===== src/rtl/spi_dac_pkg.sv =====
// Shared types and helpers for the DAC-link SPI responder.
package spi_dac_pkg;

  localparam int unsigned FRAME_BITS_DEFAULT = 32;

  typedef enum logic [1:0] {IDLE, SHIFT, WAIT_IDLE} state_e;

  // Returns {exactly_one_low, index_of_low_line}; index is 0 unless exactly one line is low.
  function automatic logic [2:0] ncs_decode(input logic [3:0] ncs);
    logic [2:0] res;
    case (ncs)
      4'b1110: res = {1'b1, 2'd0};
      4'b1101: res = {1'b1, 2'd1};
      4'b1011: res = {1'b1, 2'd2};
      4'b0111: res = {1'b1, 2'd3};
      default: res = {1'b0, 2'd0};
    endcase
    return res;
  endfunction

endpackage


===== src/rtl/spi_dac_responder_sync.sv =====
// Synchronizes the SPI pins into clk and registers Sck edge events. Every output carries the
// same SYNC_STAGES+1 cycle delay so Mosi and nCs stay aligned with the Sck edge pulses.
// SYNC_STAGES must be at least 2.
module spi_input_sync #(
  parameter int unsigned SYNC_STAGES = 2
) (
  input  logic       clk,
  input  logic       rst,
  input  logic       Sck,
  input  logic       Mosi,
  input  logic [3:0] nCs,
  output logic       sck_rise,
  output logic       sck_fall,
  output logic       mosi_s,
  output logic [3:0] ncs_s
);

  logic [SYNC_STAGES-1:0]      sck_sync_q;
  logic [SYNC_STAGES-1:0]      mosi_sync_q;
  logic [SYNC_STAGES-1:0][3:0] ncs_sync_q;
  logic                        sck_prev_q;

  // Synchronizer chains followed by the edge-detect register stage.
  always_ff @(posedge clk) begin
    if (rst) begin
      sck_sync_q  <= '1;
      mosi_sync_q <= '0;
      ncs_sync_q  <= '1;
      sck_prev_q  <= 1'b1;
      sck_rise    <= 1'b0;
      sck_fall    <= 1'b0;
      mosi_s      <= 1'b0;
      ncs_s       <= 4'hF;
    end else begin
      sck_sync_q  <= {sck_sync_q[SYNC_STAGES-2:0], Sck};
      mosi_sync_q <= {mosi_sync_q[SYNC_STAGES-2:0], Mosi};
      ncs_sync_q  <= {ncs_sync_q[SYNC_STAGES-2:0], nCs};
      sck_prev_q  <= sck_sync_q[SYNC_STAGES-1];
      sck_rise    <= sck_sync_q[SYNC_STAGES-1] & ~sck_prev_q;
      sck_fall    <= ~sck_sync_q[SYNC_STAGES-1] & sck_prev_q;
      mosi_s      <= mosi_sync_q[SYNC_STAGES-1];
      ncs_s       <= ncs_sync_q[SYNC_STAGES-1];
    end
  end

endmodule


===== src/rtl/spi_dac_responder.sv =====
// SPI mode-3 responder for the DAC board link: receives FRAME_BITS-bit frames on one of four
// chip selects and returns a readback word on Miso within the same frame.
module spi_dac_responder
  import spi_dac_pkg::*;
#(
  parameter int unsigned FRAME_BITS  = FRAME_BITS_DEFAULT,
  parameter int unsigned SYNC_STAGES = 2
) (
  input  logic                  clk,
  input  logic                  rst,
  input  logic                  Sck,
  input  logic                  Mosi,
  input  logic [3:0]            nCs,
  input  logic [FRAME_BITS-1:0] TxData,
  output logic                  Miso,
  output logic                  MisoOE,
  output logic [FRAME_BITS-1:0] RxData,
  output logic [1:0]            RxChannel,
  output logic                  FrameValid,
  output logic                  FrameError,
  output logic                  Busy
);

  localparam int unsigned CntW = $clog2(FRAME_BITS + 2);

  logic            sck_rise, sck_fall, mosi_s;
  logic [3:0]      ncs_s;
  logic [2:0]      dec;
  logic            all_high;

  state_e                state_q;
  logic [FRAME_BITS-1:0] tx_shift_q;
  logic [FRAME_BITS-1:0] rx_shift_q;
  logic [CntW-1:0]       bit_cnt_q;
  logic [1:0]            chan_q;
  // warm_q fills with ones after reset; until its top bit is set ncs_s still shows reset
  // values rather than the pins, so those cycles must not count as an idle bus.
  logic [SYNC_STAGES:0]  warm_q;
  logic                  prev_idle_q;

  spi_input_sync #(
    .SYNC_STAGES(SYNC_STAGES)
  ) u_sync (
    .clk     (clk),
    .rst     (rst),
    .Sck     (Sck),
    .Mosi    (Mosi),
    .nCs     (nCs),
    .sck_rise(sck_rise),
    .sck_fall(sck_fall),
    .mosi_s  (mosi_s),
    .ncs_s   (ncs_s)
  );

  assign dec      = ncs_decode(ncs_s);
  assign all_high = &ncs_s;

  // Frame FSM with registered outputs.
  always_ff @(posedge clk) begin
    if (rst) begin
      state_q     <= IDLE;
      tx_shift_q  <= '0;
      rx_shift_q  <= '0;
      bit_cnt_q   <= '0;
      chan_q      <= 2'd0;
      warm_q      <= '0;
      prev_idle_q <= 1'b0;
      Miso        <= 1'b1;
      MisoOE      <= 1'b0;
      RxData      <= '0;
      RxChannel   <= 2'd0;
      FrameValid  <= 1'b0;
      FrameError  <= 1'b0;
      Busy        <= 1'b0;
    end else begin
      FrameValid  <= 1'b0;
      FrameError  <= 1'b0;
      warm_q      <= {warm_q[SYNC_STAGES-1:0], 1'b1};
      prev_idle_q <= warm_q[SYNC_STAGES] & all_high;
      unique case (state_q)
        IDLE: begin
          if (!all_high) begin
            Busy <= 1'b1;
            if (!prev_idle_q) begin
              // Bus was already active (e.g. reset released mid-frame): sit it out silently.
              state_q <= WAIT_IDLE;
            end else if (dec[2]) begin
              state_q    <= SHIFT;
              tx_shift_q <= TxData;
              rx_shift_q <= '0;
              chan_q     <= dec[1:0];
              bit_cnt_q  <= '0;
              MisoOE     <= 1'b1;
            end else begin
              state_q    <= WAIT_IDLE;
              FrameError <= 1'b1;
            end
          end
        end
        SHIFT: begin
          if (all_high) begin
            if (bit_cnt_q == CntW'(FRAME_BITS)) begin
              FrameValid <= 1'b1;
              RxData     <= rx_shift_q;
              RxChannel  <= chan_q;
            end else begin
              FrameError <= 1'b1;
            end
            state_q <= IDLE;
            Miso    <= 1'b1;
            MisoOE  <= 1'b0;
            Busy    <= 1'b0;
          end else if (ncs_s != ~(4'b0001 << chan_q)) begin
            FrameError <= 1'b1;
            state_q    <= WAIT_IDLE;
            Miso       <= 1'b1;
            MisoOE     <= 1'b0;
          end else begin
            if (sck_fall) begin
              Miso       <= tx_shift_q[FRAME_BITS-1];
              tx_shift_q <= {tx_shift_q[FRAME_BITS-2:0], 1'b0};
            end
            if (sck_rise) begin
              rx_shift_q <= {rx_shift_q[FRAME_BITS-2:0], mosi_s};
              if (bit_cnt_q != CntW'(FRAME_BITS + 1)) begin
                bit_cnt_q <= bit_cnt_q + CntW'(1);
              end
            end
          end
        end
        WAIT_IDLE: begin
          if (all_high) begin
            state_q <= IDLE;
            Busy    <= 1'b0;
          end
        end
        default: state_q <= IDLE;
      endcase
    end
  end

endmodule


===== config.mk =====
export PLATFORM = sky130hd
export DESIGN_NAME = spi_dac_responder
export DESIGN_NICKNAME = d
export VERILOG_FILES = /design/src/rtl/spi_dac_pkg.sv /design/src/rtl/spi_dac_responder_sync.sv /design/src/rtl/spi_dac_responder.sv
export SDC_FILE = /design/constraint.sdc
export NUM_CORES = 1
export LEC_CHECK = 0
export BUFFER_PORTS_ARGS = -buffer_cell sky130_fd_sc_hd__clkbuf_2
export CORE_ASPECT_RATIO = 0.75
export CORE_MARGIN = 1
export CORE_UTILIZATION = 29
export CTS_CLUSTER_DIAMETER = 40
export DETAILED_ROUTE_END_ITERATION = 7
export GPL_TIMING_DRIVEN = 0
export PLACE_DENSITY = 0.48
export SYNTH_ARGS = -nofsm -noshare
export SYNTH_HDL_FRONTEND = slang
export SYNTH_SLANG_ARGS = --single-unit

===== constraint.sdc =====
create_clock -name clk -period 5.7 [get_ports clk]
set_clock_uncertainty 0.15 [all_clocks]
set_input_delay 1.14 -clock clk [delete_from_list [all_inputs] [get_ports clk]]
set_output_delay 1.14 -clock clk [all_outputs]
set_load 0.05 [all_outputs]

# --- Word-level counts from Yosys, hierarchy flattened ---
# Index checks and enable logic that the tools add are counted.
word_totals:
  input_bits: 40
  word_cells: 121
  out_inout_bits: 39
  ff_bits: 137
op_classes:
  n_bitwise: 8
  n_eq_ne: 20
  addsub: 1
  mux: 51
  n_shift: 1
  n_reduce_logical: 16
ops:
  columns: ["cell", "count"]
  rows:
  - ["32-bit two-way mux", 12]
  - ["32-bit one-hot mux with 2 select lines", 2]
  - ["6-bit two-way mux", 7]
  - ["1-bit two-way mux", 18]
  - ["2-bit != test, second input constant", 7]
  - ["7-bit AND reduction", 2]
  - ["4-bit equality test, second input constant", 3]
  - ["2-bit two-way mux", 6]
  - ["3-bit one-hot mux with 4 select lines", 1]
  - ["6-bit one-hot mux with 2 select lines", 1]
  - ["4-bit AND reduction", 2]
  - ["8-bit AND reduction", 1]
  - ["6-bit by 1-bit adder with 6-bit output, second input constant", 1]
  - ["6-bit equality test, second input constant", 1]
  - ["2-bit by 1-bit != test with 1-bit output, second input constant", 3]
  - ["6-bit != test, second input constant", 1]
  - ["1-bit one-hot mux with 2 select lines", 3]
  - ["2-bit one-hot mux with 3 select lines", 1]
  - ["3-bit AND reduction", 2]
  - ["6-bit AND reduction", 1]
  - ["5-bit AND reduction", 1]
  - ["4-bit by 3-bit equality test with 1-bit output, second input constant", 1]
  - ["4-bit != test", 1]
  - ["1-bit NOT", 4]
  - ["12 further kinds", 15]

# --- Depth between registers and ports, before layout ---
logic_depth:
  depth_word: 6
  mapped_depth: 8
  ltp_nobuf: 7

# --- Modules after synthesis ---
# Synthesis repeated with hierarchy kept, for this count alone.
hier_totals:
  hier_cells: 631
  area_unflattened_um2: 5766.8
modules_own_cells:
  columns: ["mod", "n_inst", "area_each_um2", "cells_each", "seq_area_each_um2"]
  rows:
  - ["spi_dac_responder", 1, 5216.3, 589, 2342.2]
  - ["spi_input_sync", 1, 550.5, 42, 400.4]

# --- Least setup slack after synthesis ---
# Ideal clock, no wire load.
synth_path:
  kind: "register -> register"
  start: "reg u_sync.ncs_s[3]"
  end: "reg rx_shift_q[11]"
  setup_slack_ns: 3.490
  setup_time_ns: 0.120
  period_less_slack_ns: 2.210
  arrival_time_ns: 1.941
  path_buffers: 2
  t_required_ns: 5.430
  stages_incl_launch_ff: 8
  cell_sequence: "dfxtp_1 or3b_4 a211oi_4 o211a_1 buf_4 buf_4 nor3_1 a211o_1"
synth_between:
  elab_chain_cells: 4
  elab_cells_between_ends: 12
  cone_classes: "eq/ne (9); mux (1); reduce/logical (2)"
synth_lines:
  columns: ["element", "line", "text"]
  rows:
  - ["start: declaration", "spi_dac_responder_sync.sv:15", "output logic [3:0] ncs_s"]
  - ["start signal: assignment", "spi_dac_responder_sync.sv:42", "ncs_s <= ncs_sync_q[SYNC_STAGES-1];"]
  - ["4-bit by 3-bit equality test with 1-bit output or 4-bit equality test (tied branches)", "spi_dac_pkg.sv:11", "case (ncs)"]
  - ["3-bit one-hot mux with 4 select lines", "spi_dac_pkg.sv:11", null]
  - ["2-bit != test (no line)", null, null]
  - ["7-bit AND reduction (no line) (*)", null, null]
  - ["end signal: assignment", "spi_dac_responder.sv:124", "rx_shift_q <= {rx_shift_q[FRAME_BITS-2:0], mosi_s};"]
  - ["end: declaration", "spi_dac_responder.sv:33", "logic [FRAME_BITS-1:0] rx_shift_q;"]
# Every way passes the cells marked *; elsewhere a longest branch is shown, timed or not.
# A chain may end at the register's enable or synchronous reset.

# --- Worst setup path after layout ---
layout_path:
  start: "reg state_q[1]"
  end: "reg tx_shift_q[28]"
layout_between:
  elab_chain_cells: 3
  elab_cells_between_ends: 11
  cone_classes: "eq/ne (7); mux (1); reduce/logical (3)"
layout_lines:
  columns: ["element", "line", "text"]
  rows:
  - ["start: declaration", "spi_dac_responder.sv:31", "state_e state_q;"]
  - ["start signal: assignment", "spi_dac_responder.sv:61", "state_q <= IDLE;"]
  - ["start signal: assignment", "spi_dac_responder.sv:86", "state_q <= WAIT_IDLE;"]
  - ["start signal: assignment", "spi_dac_responder.sv:88", "state_q <= SHIFT;"]
  - ["2-bit by 1-bit equality test with 1-bit output or 2-bit logical NOT (tied branches)", "spi_dac_responder.sv:80", "unique case (state_q)"]
  - ["2-bit by 1-bit != test with 1-bit output (no line), or another cell as far along", null, null]
  - ["7-bit AND reduction (no line)", null, null]
  - ["end signal: assignment", "spi_dac_responder.sv:89", "tx_shift_q <= TxData;"]
  - ["end signal: assignment", "spi_dac_responder.sv:121", "tx_shift_q <= {tx_shift_q[FRAME_BITS-2:0], 1'b0};"]
  - ["end: declaration", "spi_dac_responder.sv:32", "logic [FRAME_BITS-1:0] tx_shift_q;"]
# Parallel ways exist; a longest one is shown, timed or not.

==> flow_metrics.py <==
metrics = {
    "worst_setup_path": {
        "crit_slowest_cell": "clkbuf_1",
        "crit_path_max_incr_delay_ns": 0.52,
        "cp-start-kind": "flop",
        "worstSetupEndpointType": "flop",
        "worst_path_most_repeated_cell": "clkbuf_1",
        "crit_required_ns": 5.83,
        "worstPathCellList": "inv_1, ha_1, clkbuf_1, clkbuf_1, clkbuf_1, a21oi_1, a211oi_1, a211oi_1",
        "cp_num_buf_inv": 4,
        "cp_max_fo": 10,
        "critPathKind": "flop to flop",
        "cpLargestDelayFamily": "buffers and inverters",
        "arrival_ns": 2.99,
    },
    "run": {
        "max_cap_viol_count": 0,
    },
    "clocking": {
        "cts_hold_buf": 0,
        "htree_levels": 4,
        "clock_path_buffers": 2,
        "cts_setup_buffers": 0,
        "cts_buffers": 17,
        "cts_sinks": 137,
        "cts_resized": 0,
        "cts_tree": "done",
        "clock_latency_ns": 0.43,
        "cts_root_buffer": "clkbuf_16",
        "clkSlewWorstSetupHoldPaths_ns": 0.07,
    },
    "die": {
        "ioPinCount": 79,
        "rows": 45,
        "dieWidth_um": 169.7,
        "die_area_sq_um": 21680,
        "start_util_pct": 29.92,
        "die_h_um": 127.8,
        "core_area_sq_um": 20440,
    },
    "sta": {
        "final.period_utilization_pct": 50.11,
        "slew_violations": 0,
        "max_freq_mhz": 350.1,
        "max_slew.worst_pin.slew_ns": 0.8357,
        "setup_tns_ns": 0,
        "final-setup-viol-count": 0,
        "rsz0062_at_grt": "no",
        "min_period_ns": 2.856,
        "finalHoldViolations": 0,
        "timing.slew.headroom_pct": 43.79,
    },
    "pwr": {
        "p_seq_share_pct": 42.1,
        "total_power_w": 0.002378,
        "max-vdd-ir-drop_mv": 0.1525,
        "power_density_nw_per_um2": 319.2,
        "power_switching_w": 0.0006624,
        "switching_share_pct": 27.85,
        "p_int_w": 0.001716,
        "clockPowerShare_pct": 47.4,
        "leakage_nw": 2.952,
        "power_frac_comb_pct": 10.5,
    },
    "logic_synthesis": {
        "synth-seq-area-share_pct": 44.85,
        "synthCells": 766,
        "synthArstFlopShare_pct": 0,
        "synth_warnings": 0,
        "yosys.area.top_type_share_pct": 44.85,
        "synth_ff_type": "dfxtp_1",
        "synth-seq-cells": 137,
        "netlist_area_sq_um": 6115,
        "ys_top_cells_by_area": "dfxtp_1 (45%), a211oi_1 (7.7%), nand2_1 (7.4%)",
        "syn_nets": 812,
        "synth_area_per_cell_sq_um": 7.983,
        "synth_edf_count": 0,
        "yosys.area.top_type": "dfxtp_1",
        "ys_types": 51,
    },
    "placement": {
        "dp.cells": 1126,
        "dp_hpwl_um": 11800,
        "port_buffers": 78,
        "gp_congestion": 0.7819,
    },
    "route": {
        "via_count": 5608,
        "post_drt_wl_per_cell_um": 14.63,
        "drc": 0,
        "dr.pass1.iters": 8,
        "drt-total-wl_um": 16940,
        "ant_nets": 0,
        "first_iter_violations": 468,
        "via_per_inst": 4.843,
    },
    "global_route": {
        "grt.met2_usage_pct": 21.67,
        "grtUsageMet3_pct": 3.890,
        "grt_overflow": 0,
        "grt_pass1_vias": 5115,
        "track_usage_pct": 16.20,
        "grt_use_met1_pct": 24.90,
        "grt_start_max_net_pins": 17,
        "antenna_found_initial": 0,
        "grt_pass1_wl_um": 27540,
        "busiest_layer": "met1",
    },
    "outcome": {
        "status": "finished, final reports clean",
    },
    "final_layout": {
        "multi_input_area_sq_um": 2924,
        "drive_above_1_share_pct": 17.47,
        "seqCellArea_sq_um": 2743,
        "n_fill_cell": 2166,
        "layout.cells.most_common": "dfxtp_1",
        "layout_common_cells": "dfxtp_1 (137), nand2_1 (121), nor2_1 (89)",
        "fin_cells": 1158,
        "final_nets": 909,
        "area_growth_syn_to_layout_pct": 21.85,
        "diodes": 0,
    },
    "min_path": {
        "hp-class": "flop to flop",
    },
}
## path summary, 6_finish.rpt
path | start | end | slack (ns) | cells past startpoint
worst min register to register | u_sync.ncs_sync_q[6]$_SDFF_PP1_ | u_sync.ncs_s[2]$_SDFF_PP1_ | 0.24 | 1
worst max-delay path | state_q[1]$_SDFFE_PP0P_ | tx_shift_q[28]$_SDFFE_PP0P_ | 2.84 | 8
worst max register to register | state_q[1]$_SDFFE_PP0P_ | tx_shift_q[28]$_SDFFE_PP0P_ | 2.84 | 8
worst min-delay path | u_sync.ncs_sync_q[6]$_SDFF_PP1_ | u_sync.ncs_s[2]$_SDFF_PP1_ | 0.24 | 1
## area by class of cell
class | instances | area share, %
sequential | 137 | 36.81
timing repair buffer | 78 | 5.239
clock inverter | 15 | 2.250
buffer | 65 | 3.997
inverter | 40 | 2.015
tap | 282 | 4.736
clock buffer | 17 | 5.709
multi-input combinational | 524 | 39.24
## registers in the layout, indices dropped and copies added, names as in the netlist, 2 cells and up
signal	cells
u_sync.ncs_sync_q	8
bit_cnt_q	6
u_sync.sck_sync_q	2
state_q	2
tx_shift_q	32
chan_q	2
warm_q	3
RxChannel	2
u_sync.mosi_sync_q	2
u_sync.ncs_s	4
RxData	32
rx_shift_q	32
## cells by family (layout without fill, tap and decap cells)
kind of cell / count (synthesis) / count (layout) / synth area share [%]
flip-flops: 137 / 137 / 44.85
AO/OA/AOI/OAI: 203 / 203 / 22.82
AND/OR/NAND/NOR: 310 / 310 / 23.00
XOR/XNOR: 3 / 3 / 0.4298
multiplexers: 2 / 2 / 0.3479
adder cells (fa/ha/maj): 6 / 6 / 1.228
buffers and inverters: 105 / 215 / 7.326
## synth_stat cells (2+ instances only)
library cell  number
dfxtp_1          137
nand2_1          121
nor2_1            89
a21oi_1           72
a211oi_1          63
clkbuf_1          47
inv_1             39
nor3_1            27
a211o_1           25
nand3_1           17
or2_2             15
a31oi_1           12
buf_2             10
nand3b_1           8
nor2b_1            7
o21ai_0            7
ha_1               6
buf_4              5
o31ai_1            5
and3_1             4
and2_1             3
and4_1             3
buf_6              3
o211ai_1           3
o211ai_2           3
or4_1              3
nand4_1            2
nand4b_1           2
nor4b_1            2
o21ai_1            2
or3_1              2
or4b_1             2
xnor2_1            2
## through the flow
| step | util, % | cell area (sq um) | setup slack (ns) | hold WS [ns] |
|---|---|---|---|---|
| 2_1_floorplan | - | 6115 | 3.490 | 0.2395 |
| 3_3_place_gp | 33.55 | 6858 | 2.776 | 0.2407 |
| 3_5_place_dp | 33.55 | 6858 | 2.752 | 0.2423 |
| 4_1_cts | 36.46 | 7451 | 2.772 | 0.2488 |
| 5_1_grt | 36.46 | 7451 | 2.553 | 0.2594 |
| 6_report | 36.46 | 7451 | 2.844 | 0.2432 |
## routing by layer
layer	part of all wire [%]	wire length, um
met3	5.0	848
met5	0	0
met4	0.86	145
met1	55	9312
met2	39	6632
## power groups by stage
stage / sequential, W / clock (W) / combinational (W)
2_1_floorplan: 0.00103 / 0 / 0.000162
3_3_place_gp: 0.00102 / 0 / 0.000250
3_5_place_dp: 0.00102 / 0 / 0.000248
4_1_cts: 0.00100 / 0.00115 / 0.000249
5_1_grt: 0.00100 / 0.00119 / 0.000276
6_report: 0.00100 / 0.00113 / 0.000250
No activity file was read; power rests on OpenSTA's default activity.
